<file path="config.mk">
export PLATFORM = sky130hd
export DESIGN_NAME = hazard_ctrl
export DESIGN_NICKNAME = d
export VERILOG_FILES = /design/src/rtl/hazard_ctrl.sv
export SDC_FILE = /design/constraint.sdc
export NUM_CORES = 1
export LEC_CHECK = 0
export CAP_MARGIN = 20
export CORE_MARGIN = 3
export CORE_UTILIZATION = 35
export CTS_CLUSTER_SIZE = 24
export DETAILED_ROUTE_END_ITERATION = 6
export PLACE_DENSITY = 0.74
export SETUP_SLACK_MARGIN = 0.5
export SYNTH_ARGS = -nofsm -noshare
export SYNTH_HDL_FRONTEND = slang
export SYNTH_SLANG_ARGS = --single-unit
</file>
<file path="constraint.sdc">
create_clock -name clk -period 3.7 [get_ports clk]
set_clock_uncertainty 0.1 [all_clocks]
set_input_delay 0.555 -clock clk [delete_from_list [all_inputs] [get_ports clk]]
set_output_delay 0.555 -clock clk [all_outputs]
set_load 0.02 [all_outputs]
</file>
<file path="src/rtl/hazard_ctrl.sv">
// -----------------------------------------------------------------------------
// hazard_ctrl
//   Hazard and sequencing controller for the five-stage pipeline. Produces
//   the load enables, flushes and bubbles for the PC and the four pipeline
//   registers, resolving load-use stalls, taken branches (resolved in MEM)
//   and multi-cycle data-memory waits. A watchdog flags memory waits that
//   are too long, and saturating counters record stall and flush cycles.
//
// Parameters
//   CNT_W    width of stall_count / flush_count
//   TIMEOUT  consecutive frozen cycles before mem_timeout sets (>= 1)
//
// Ports
//   clk, reset        rising-edge clock, synchronous active-high reset
//   id_instr          instruction held in IF/ID
//   ex_memread/ex_rd  load flag and destination register of ID/EX
//   mem_branch_taken  EX/MEM branch resolved taken
//   mem_req           EX/MEM instruction accesses data memory
//   dmem_ready        data memory completes this cycle
//   pc_write .. memwb_bubble  combinational pipeline controls
//   mem_timeout       sticky memory-wait error (registered)
//   stall_count       load-use stall cycles, saturating (registered)
//   flush_count       branch flush cycles, saturating (registered)
// -----------------------------------------------------------------------------
module hazard_ctrl #(
  parameter int CNT_W   = 32,
  parameter int TIMEOUT = 16
) (
  input  logic             clk,
  input  logic             reset,
  input  logic [31:0]      id_instr,
  input  logic             ex_memread,
  input  logic [4:0]       ex_rd,
  input  logic             mem_branch_taken,
  input  logic             mem_req,
  input  logic             dmem_ready,
  output logic             pc_write,
  output logic             ifid_write,
  output logic             ifid_flush,
  output logic             idex_write,
  output logic             idex_bubble,
  output logic             exmem_write,
  output logic             exmem_flush,
  output logic             memwb_bubble,
  output logic             mem_timeout,
  output logic [CNT_W-1:0] stall_count,
  output logic [CNT_W-1:0] flush_count
);

  localparam int WAIT_W = $clog2(TIMEOUT + 1);
  localparam logic [WAIT_W-1:0] WAIT_MAX = WAIT_W'(TIMEOUT);

  localparam logic [0:0] RUN      = 1'b0;
  localparam logic [0:0] MEM_WAIT = 1'b1;

  localparam logic [6:0] OP_LOAD   = 7'b0000011;
  localparam logic [6:0] OP_STORE  = 7'b0100011;
  localparam logic [6:0] OP_BRANCH = 7'b1100011;
  localparam logic [6:0] OP_OP     = 7'b0110011;
  localparam logic [6:0] OP_OPIMM  = 7'b0010011;

  logic [0:0]        state_q, state_d;
  logic              lu_stalled_q, lu_stalled_d;
  logic [WAIT_W-1:0] wait_cnt_q, wait_cnt_d;
  logic              mem_timeout_q, mem_timeout_d;
  logic [CNT_W-1:0]  stall_count_q, stall_count_d;
  logic [CNT_W-1:0]  flush_count_q, flush_count_d;

  logic [6:0] opcode;
  logic [4:0] rs1, rs2;
  logic       uses_rs1, uses_rs2;
  logic       lu_hazard, freeze, stall_fire, flush_fire;

  // Funct and immediate fields play no part in hazard detection.
  logic unused_instr_bits;
  assign unused_instr_bits = ^{id_instr[31:25], id_instr[14:7]};

  assign opcode = id_instr[6:0];
  assign rs1    = id_instr[19:15];
  assign rs2    = id_instr[24:20];

  always_comb begin
    // NOTE: every always_comb output gets a default first so no path leaves
    // it unassigned, which would infer a latch.
    uses_rs1 = 1'b0;
    uses_rs2 = 1'b0;
    case (opcode)
      OP_LOAD, OP_OPIMM:         uses_rs1 = 1'b1;
      OP_STORE, OP_BRANCH, OP_OP: begin
        uses_rs1 = 1'b1;
        uses_rs2 = 1'b1;
      end
      default: ;
    endcase
  end

  // x0 is hard-wired zero, so a load targeting it never creates a hazard.
  assign lu_hazard = ex_memread && (ex_rd != 5'd0) &&
                     ((uses_rs1 && (rs1 == ex_rd)) || (uses_rs2 && (rs2 == ex_rd)));
  assign freeze    = mem_req && !dmem_ready;

  // A frozen cycle defers both branch and load-use handling: the pipeline is
  // held, so the same condition is re-evaluated in the release cycle.
  assign flush_fire = !reset && !freeze && mem_branch_taken;
  assign stall_fire = !reset && !freeze && !mem_branch_taken &&
                      lu_hazard && !lu_stalled_q;

  always_comb begin
    pc_write     = 1'b1;
    ifid_write   = 1'b1;
    ifid_flush   = 1'b0;
    idex_write   = 1'b1;
    idex_bubble  = 1'b0;
    exmem_write  = 1'b1;
    exmem_flush  = 1'b0;
    memwb_bubble = 1'b0;
    if (reset) begin
      pc_write    = 1'b0;
      ifid_write  = 1'b0;
      idex_write  = 1'b0;
      exmem_write = 1'b0;
    end else if (freeze) begin
      pc_write     = 1'b0;
      ifid_write   = 1'b0;
      idex_write   = 1'b0;
      exmem_write  = 1'b0;
      memwb_bubble = 1'b1;
    end else if (flush_fire) begin
      ifid_flush  = 1'b1;
      idex_bubble = 1'b1;
      exmem_flush = 1'b1;
    end else if (stall_fire) begin
      pc_write    = 1'b0;
      ifid_write  = 1'b0;
      idex_bubble = 1'b1;
    end
  end

  always_comb begin
    state_d       = state_q;
    lu_stalled_d  = freeze ? lu_stalled_q : stall_fire;
    wait_cnt_d    = '0;
    stall_count_d = stall_count_q;
    flush_count_d = flush_count_q;

    case (state_q)
      RUN:      if (freeze)  state_d = MEM_WAIT;
      MEM_WAIT: if (!freeze) state_d = RUN;
      default:  state_d = RUN;
    endcase

    // The first frozen cycle is still in RUN and counts as one.
    if (freeze) begin
      if (state_q == RUN)          wait_cnt_d = WAIT_W'(1);
      else if (wait_cnt_q != WAIT_MAX) wait_cnt_d = wait_cnt_q + WAIT_W'(1);
      else                         wait_cnt_d = wait_cnt_q;
    end

    mem_timeout_d = mem_timeout_q || (wait_cnt_d == WAIT_MAX);

    if (stall_fire && (stall_count_q != '1)) stall_count_d = stall_count_q + CNT_W'(1);
    if (flush_fire && (flush_count_q != '1)) flush_count_d = flush_count_q + CNT_W'(1);
  end

  always_ff @(posedge clk) begin
    // NOTE: state uses non-blocking assignments so every flop samples the
    // values from before this edge, independent of statement order.
    if (reset) begin
      state_q       <= RUN;
      lu_stalled_q  <= 1'b0;
      wait_cnt_q    <= '0;
      mem_timeout_q <= 1'b0;
      stall_count_q <= '0;
      flush_count_q <= '0;
    end else begin
      state_q       <= state_d;
      lu_stalled_q  <= lu_stalled_d;
      wait_cnt_q    <= wait_cnt_d;
      mem_timeout_q <= mem_timeout_d;
      stall_count_q <= stall_count_d;
      flush_count_q <= flush_count_d;
    end
  end

  assign mem_timeout = mem_timeout_q;
  assign stall_count = stall_count_q;
  assign flush_count = flush_count_q;

endmodule

</file>
Yosys cells after proc, flatten, opt, wreduce, memory -nomap -nowiden
Index checks and enable logic that the tools add are counted.
{"block": "totals", "elab_cells": 62, "inputBits": 43, "reg_bits": 72, "output_inout_bits": 73}
{"block": "op_classes", "n_reduce_logical": 22, "n_addsub": 3, "n_eq_ne": 11, "mux": 20}
{"cell": "adder 32 x 1 -> 32 bit, second input constant", "n": 2}
{"cell": "inequality test 32 bit, second input constant", "n": 2}
{"cell": "2-to-1 mux 1 bit", "n": 17}
{"cell": "2-to-1 mux 5 bit", "n": 3}
{"cell": "equality test 7 x 6 -> 1 bit, second input constant", "n": 2}
{"cell": "logical AND 1 bit", "n": 12}
{"cell": "equality test 5 bit", "n": 2}
{"cell": "equality test 7 x 2 -> 1 bit, second input constant", "n": 1}
{"cell": "equality test 7 x 5 -> 1 bit, second input constant", "n": 1}
{"cell": "equality test 7 bit, second input constant", "n": 1}
{"cell": "adder 5 x 1 -> 5 bit, second input constant", "n": 1}
{"cell": "equality test 5 bit, second input constant", "n": 1}
{"cell": "zero test 1 bit", "n": 5}
{"cell": "inequality test 5 bit, second input constant", "n": 1}
{"cell": "nonzero test 5 bit", "n": 1}
{"cell": "OR reduction 5 bit", "n": 1}
{"cell": "OR reduction 3 bit", "n": 1}
{"cell": "logical OR 1 bit", "n": 2}

Depth between registers and ports, before layout
{"block": "logic_depth", "ltp_word": 12, "depth_mapped": 9, "depth_no_buf": 7}

Worst setup path before layout
OpenSTA, ideal clock, no wires.
{"block": "synth_timing", "path_type": "input to output", "start": "input port ex_rd[1]", "end": "output port pc_write", "slack_ns": 1.119, "n_path_buf": 1, "arrival_time_ns": 1.926, "required_time_ns": 3.045, "path_stages": 6, "path_cell_list": "or4_1 > nor2_1 > nor4_4 > nand2_1 > and2_1 > buf_4"}
{"block": "synth_via", "elab_chain_len": 10, "word_cells_on_any_way": 14, "classes_between": "2 x eq/ne; 4 x mux; 8 x reduce/logical"}
{"item": "start: declaration", "line_no": "33", "text": "input logic [4:0] ex_rd,"}
{"item": "equality test 5 bit", "line_no": "99", "text": "((uses_rs1 && (rs1 == ex_rd)) || (uses_rs2 && (rs2 == ex_rd)));"}
{"item": "logical AND 1 bit", "line_no": "99"}
{"item": "logical OR 1 bit", "line_no": "99"}
{"item": "logical AND 1 bit (*)", "line_no": "98", "text": "assign lu_hazard = ex_memread && (ex_rd != 5'd0) &&"}
{"item": "logical AND 1 bit (*)", "line_no": "105", "text": "assign stall_fire = !reset && !freeze && !mem_branch_taken &&"}
{"item": "logical AND 1 bit (*)", "line_no": "106", "text": "lu_hazard && !lu_stalled_q;"}
{"item": "2-to-1 mux 1 bit (*) (4 in a row)"}
{"item": "end: declaration", "line_no": "37", "text": "output logic pc_write,"}
Every way passes the cells marked *; elsewhere a longest branch is shown, timed or not.

Worst setup path in the final report
{"block": "layout_timing", "start": "input port ex_rd[1]", "end": "output port ifid_write"}
{"block": "layout_via", "elab_chain_len": 10, "word_cells_on_any_way": 14, "classes_between": "2 x eq/ne; 4 x mux; 8 x reduce/logical"}
{"item": "equality test 5 bit", "line_no": "99"}
{"item": "logical AND 1 bit", "line_no": "99"}
{"item": "logical OR 1 bit", "line_no": "99"}
{"item": "logical AND 1 bit (*)", "line_no": "98"}
{"item": "logical AND 1 bit (*)", "line_no": "105"}
{"item": "logical AND 1 bit (*)", "line_no": "106"}
{"item": "2-to-1 mux 1 bit (*)", "line_no": "132", "text": "end else if (stall_fire) begin"}
{"item": "2-to-1 mux 1 bit (*)", "line_no": "128", "text": "end else if (flush_fire) begin"}
{"item": "2-to-1 mux 1 bit (*)", "line_no": "122", "text": "end else if (freeze) begin"}
{"item": "2-to-1 mux 1 bit (*)", "line_no": "117", "text": "if (reset) begin"}
{"item": "end: declaration", "line_no": "38", "text": "output logic ifid_write,"}
Marks and branches as above.

==> flow_summary.toml <==
[cts]
clock_latency_ps = 350
cts_root_buf = "clkbuf_8"
numCtsBuffers = 9
cts_tree = "done"
clk_pin_slew_ps = 80
clockBufferDepth = 2
htreeDepth = 3
cts.sinks = 72

[floorplan]
rows = 37
io_pins = 116
start_util_pct = 36.2
core_mm2 = 0.0104
dieHeight_um = 110
die_w_um = 110
die_area_mm2 = 0.0121

[synth]
async_flop_share_pct = 0
ys_warn_count = 0
ys_ff_latch = 72
ys_types = 51
syn_nets = 509
syn-cell-area_mm2 = 0.00377
ys_seq_area_share_pct = 38.2
synth_top_area_share_pct = 38.2
synth_edf_count = 0
synth_top_flop_cell = "dfxtp_1"
synth_top_cell_by_area = "dfxtp_1"
synth_area_leaders = "dfxtp_1 (38%), xnor2_1 (7.0%), nor2_1 (5.0%), nand3_1 (4.1%), nand2_1 (3.6%)"
synth_cells = 462
syn_avg_cell_area_um2 = 8.17

[timing]
rsz0062_at_grt = "yes"
hold_slack_ps = 362
tightest_slew_ps = 852
slew_violations = 0
relSlewSlack_pct = 43.2
hold_viol = 0
fin_crit_sh_pct = 83.5
fmax_mhz = 324
finalSetupViolCount = 0
min_period_ps = 3090
finalSetupTns_ps = 0

[power]
ir_worst_vdd_uv = 204
finalPower_mw = 1.58
power_switching_mw = 0.367
leakagePower_nw = 1.58
p_int_mw = 1.21
clock_power_share_pct = 44.3
p_seq_share_pct = 49.5
power_frac_comb_pct = 6.2
p_per_area_mw_per_mm2 = 310
p_sw_share_pct = 23.3

[global_routing]
grt_pass1_wl_um = 16900
gr-usage-all-layers_pct = 17.4
grt_max_degree = 40
globalRouteOverflowTotal = 0
grt_antenna_before_repair = 0
first_global_vias = 3531

[worst_setup_path]
cp.required_ps = 3040
cp-start-kind = "input port"
crit_path_max_fanout = 3
crit_arrival_ps = 2430
worst-setup-path-type = "input port to output pin"
cp-end-kind = "output pin"
reg2regPathDepth = 6

[place]
io_buffers = 100
dpl.hpwl_um = 7440
place.gp.congestion = 0.830
placed_cells = 680

[detailed_routing]
drt-initial-drc-count = 134
routedWlPerCell_um = 14.6
num_vias = 3712
ant_nets = 0
via_per_inst = 5.33
drt_pre_antenna_iters = 4
drt-total-wl_um = 10200
drcViolationCount = 0

[final_layout]
fin_nets = 602
layout_common_cells = "clkdlybuf4s50_1 (96), dfxtp_1 (72), nor2_1 (50), nand2_1 (36), nand3_1 (31)"
n_antenna_cell = 0
layout_commonest_cell = "clkdlybuf4s50_1"
finalNonFillerCells = 696
syn_to_final_growth_pct = 34.6
drive_gt1_share_pct = 7.14

[job]
cap_violations = 0

[outcome]
status = "completed"

[min_path]
min_path_cells = 2
min_path_type = "flip-flop to flip-flop"
==> synth_stat cells (all sizes together), types with 2 or more instances <==
| library cell | n |
|---|---|
| o21ai | 20 |
| nand2b | 2 |
| xnor2 | 30 |
| nand4 | 22 |
| and4 | 6 |
| o211ai | 2 |
| inv | 8 |
| ha | 4 |
| and3 | 8 |
| clkbuf | 15 |
| nor4 | 15 |
| o31ai | 7 |
| o311ai | 3 |
| nor2 | 50 |
| xor2 | 13 |
| o21a | 2 |
| nor3b | 2 |
| and2 | 8 |
| mux2 | 3 |
| nand3 | 32 |
| nor3 | 17 |
| or2 | 3 |
| nand2 | 36 |
| or3 | 18 |
| dfxtp | 72 |
| nor4b | 4 |
| or4 | 12 |
| nor2b | 2 |
| o41ai | 2 |
| a21oi | 26 |
| buf | 9 |
==> routing by layer <==
layer	vias up	global-route usage [%]	part of all wire (%)
li1	1867	-	-
met1	1743	22.4	45
met2	88	28.0	48
met3	14	5.05	5.3
met4	0	5.34	1.5
met5	-	0	0
==> cell families after synthesis <==
family                     Yosys count  share of synthesized area (%)
xor gates and xnor gates            43                           9.98
and+or+nand+nor                    239                           34.7
adders and majority gates            4                           1.33
DFF                                 72                           38.2
muxes                                4                           1.16
AOI/OAI and AO/OA                   67                           10.6
buffers and inverters               33                           4.11
==> final timing paths <==
check | startpoint | end | slack (ps)
max | ex_rd[1] | ifid_write | 610
min | lu_stalled_q | lu_stalled_q | 360
min reg2reg | lu_stalled_q | lu_stalled_q | 360
max reg2reg | flush_count[0] | flush_count[25] | 1000
==> power groups by stage <==
stage / sequential (mW) / combinational, mW / clock, mW
after floorplan: 0.798 / 0.0475 / 0
after global placement: 0.798 / 0.0977 / 0
after detailed placement: 0.798 / 0.100 / 0
after CTS: 0.780 / 0.0987 / 0.712
after global routing: 0.780 / 0.106 / 0.745
final: 0.780 / 0.0979 / 0.698
==> worst max-delay path: stages <==
cell,delay [ps]
clkdlybuf4s50_1,460
or4_1,540
nor2_1,190
nor4_4,50
nand2_1,140
and2_1,150
dlygate4sd2_1,330
==> layout make-up <==
| cell class | instances | area, um2 |
|---|---|---|
| multi-input cells | 357 | 2180 |
| repair buffers | 107 | 1040 |
| fillers | 1021 | 5340 |
| inverters | 8 | 30.0 |
| clock inverters | 6 | 92.6 |
| well taps | 136 | 170 |
| clock buffers | 10 | 128 |
| flip-flops and latches | 72 | 1440 |
==> registers in the layout, summed over array words and instances (netlist names) <==
register / count
flush_count: 32
lu_stalled_q: 1
mem_timeout: 1
stall_count: 32
state_q: 1
wait_cnt_q: 5
==> through the flow <==
stage                     utilization [%]  setup slack, ps  area [um2]
after global routing                 48.8              495        5080
final                                48.8              611        5080
after floorplan                         -             1120        3770
after detailed placement             46.7              308        4870
after CTS                            48.8              524        5080
after global placement               46.7              305        4870
==> repair_timing <==
| action | in CTS | in global routing |
|---|---|---|
| setup buffers | 0 | 0 |
| pin swaps | 0 | 0 |
| endpoints found under the setup margin | 3 | 3 |
| hold endpoints to repair | 0 | 0 |
| hold buffers | 0 | 0 |
| gates resized for setup | 3 | 2 |
Power figures use the tool's default switching activity.
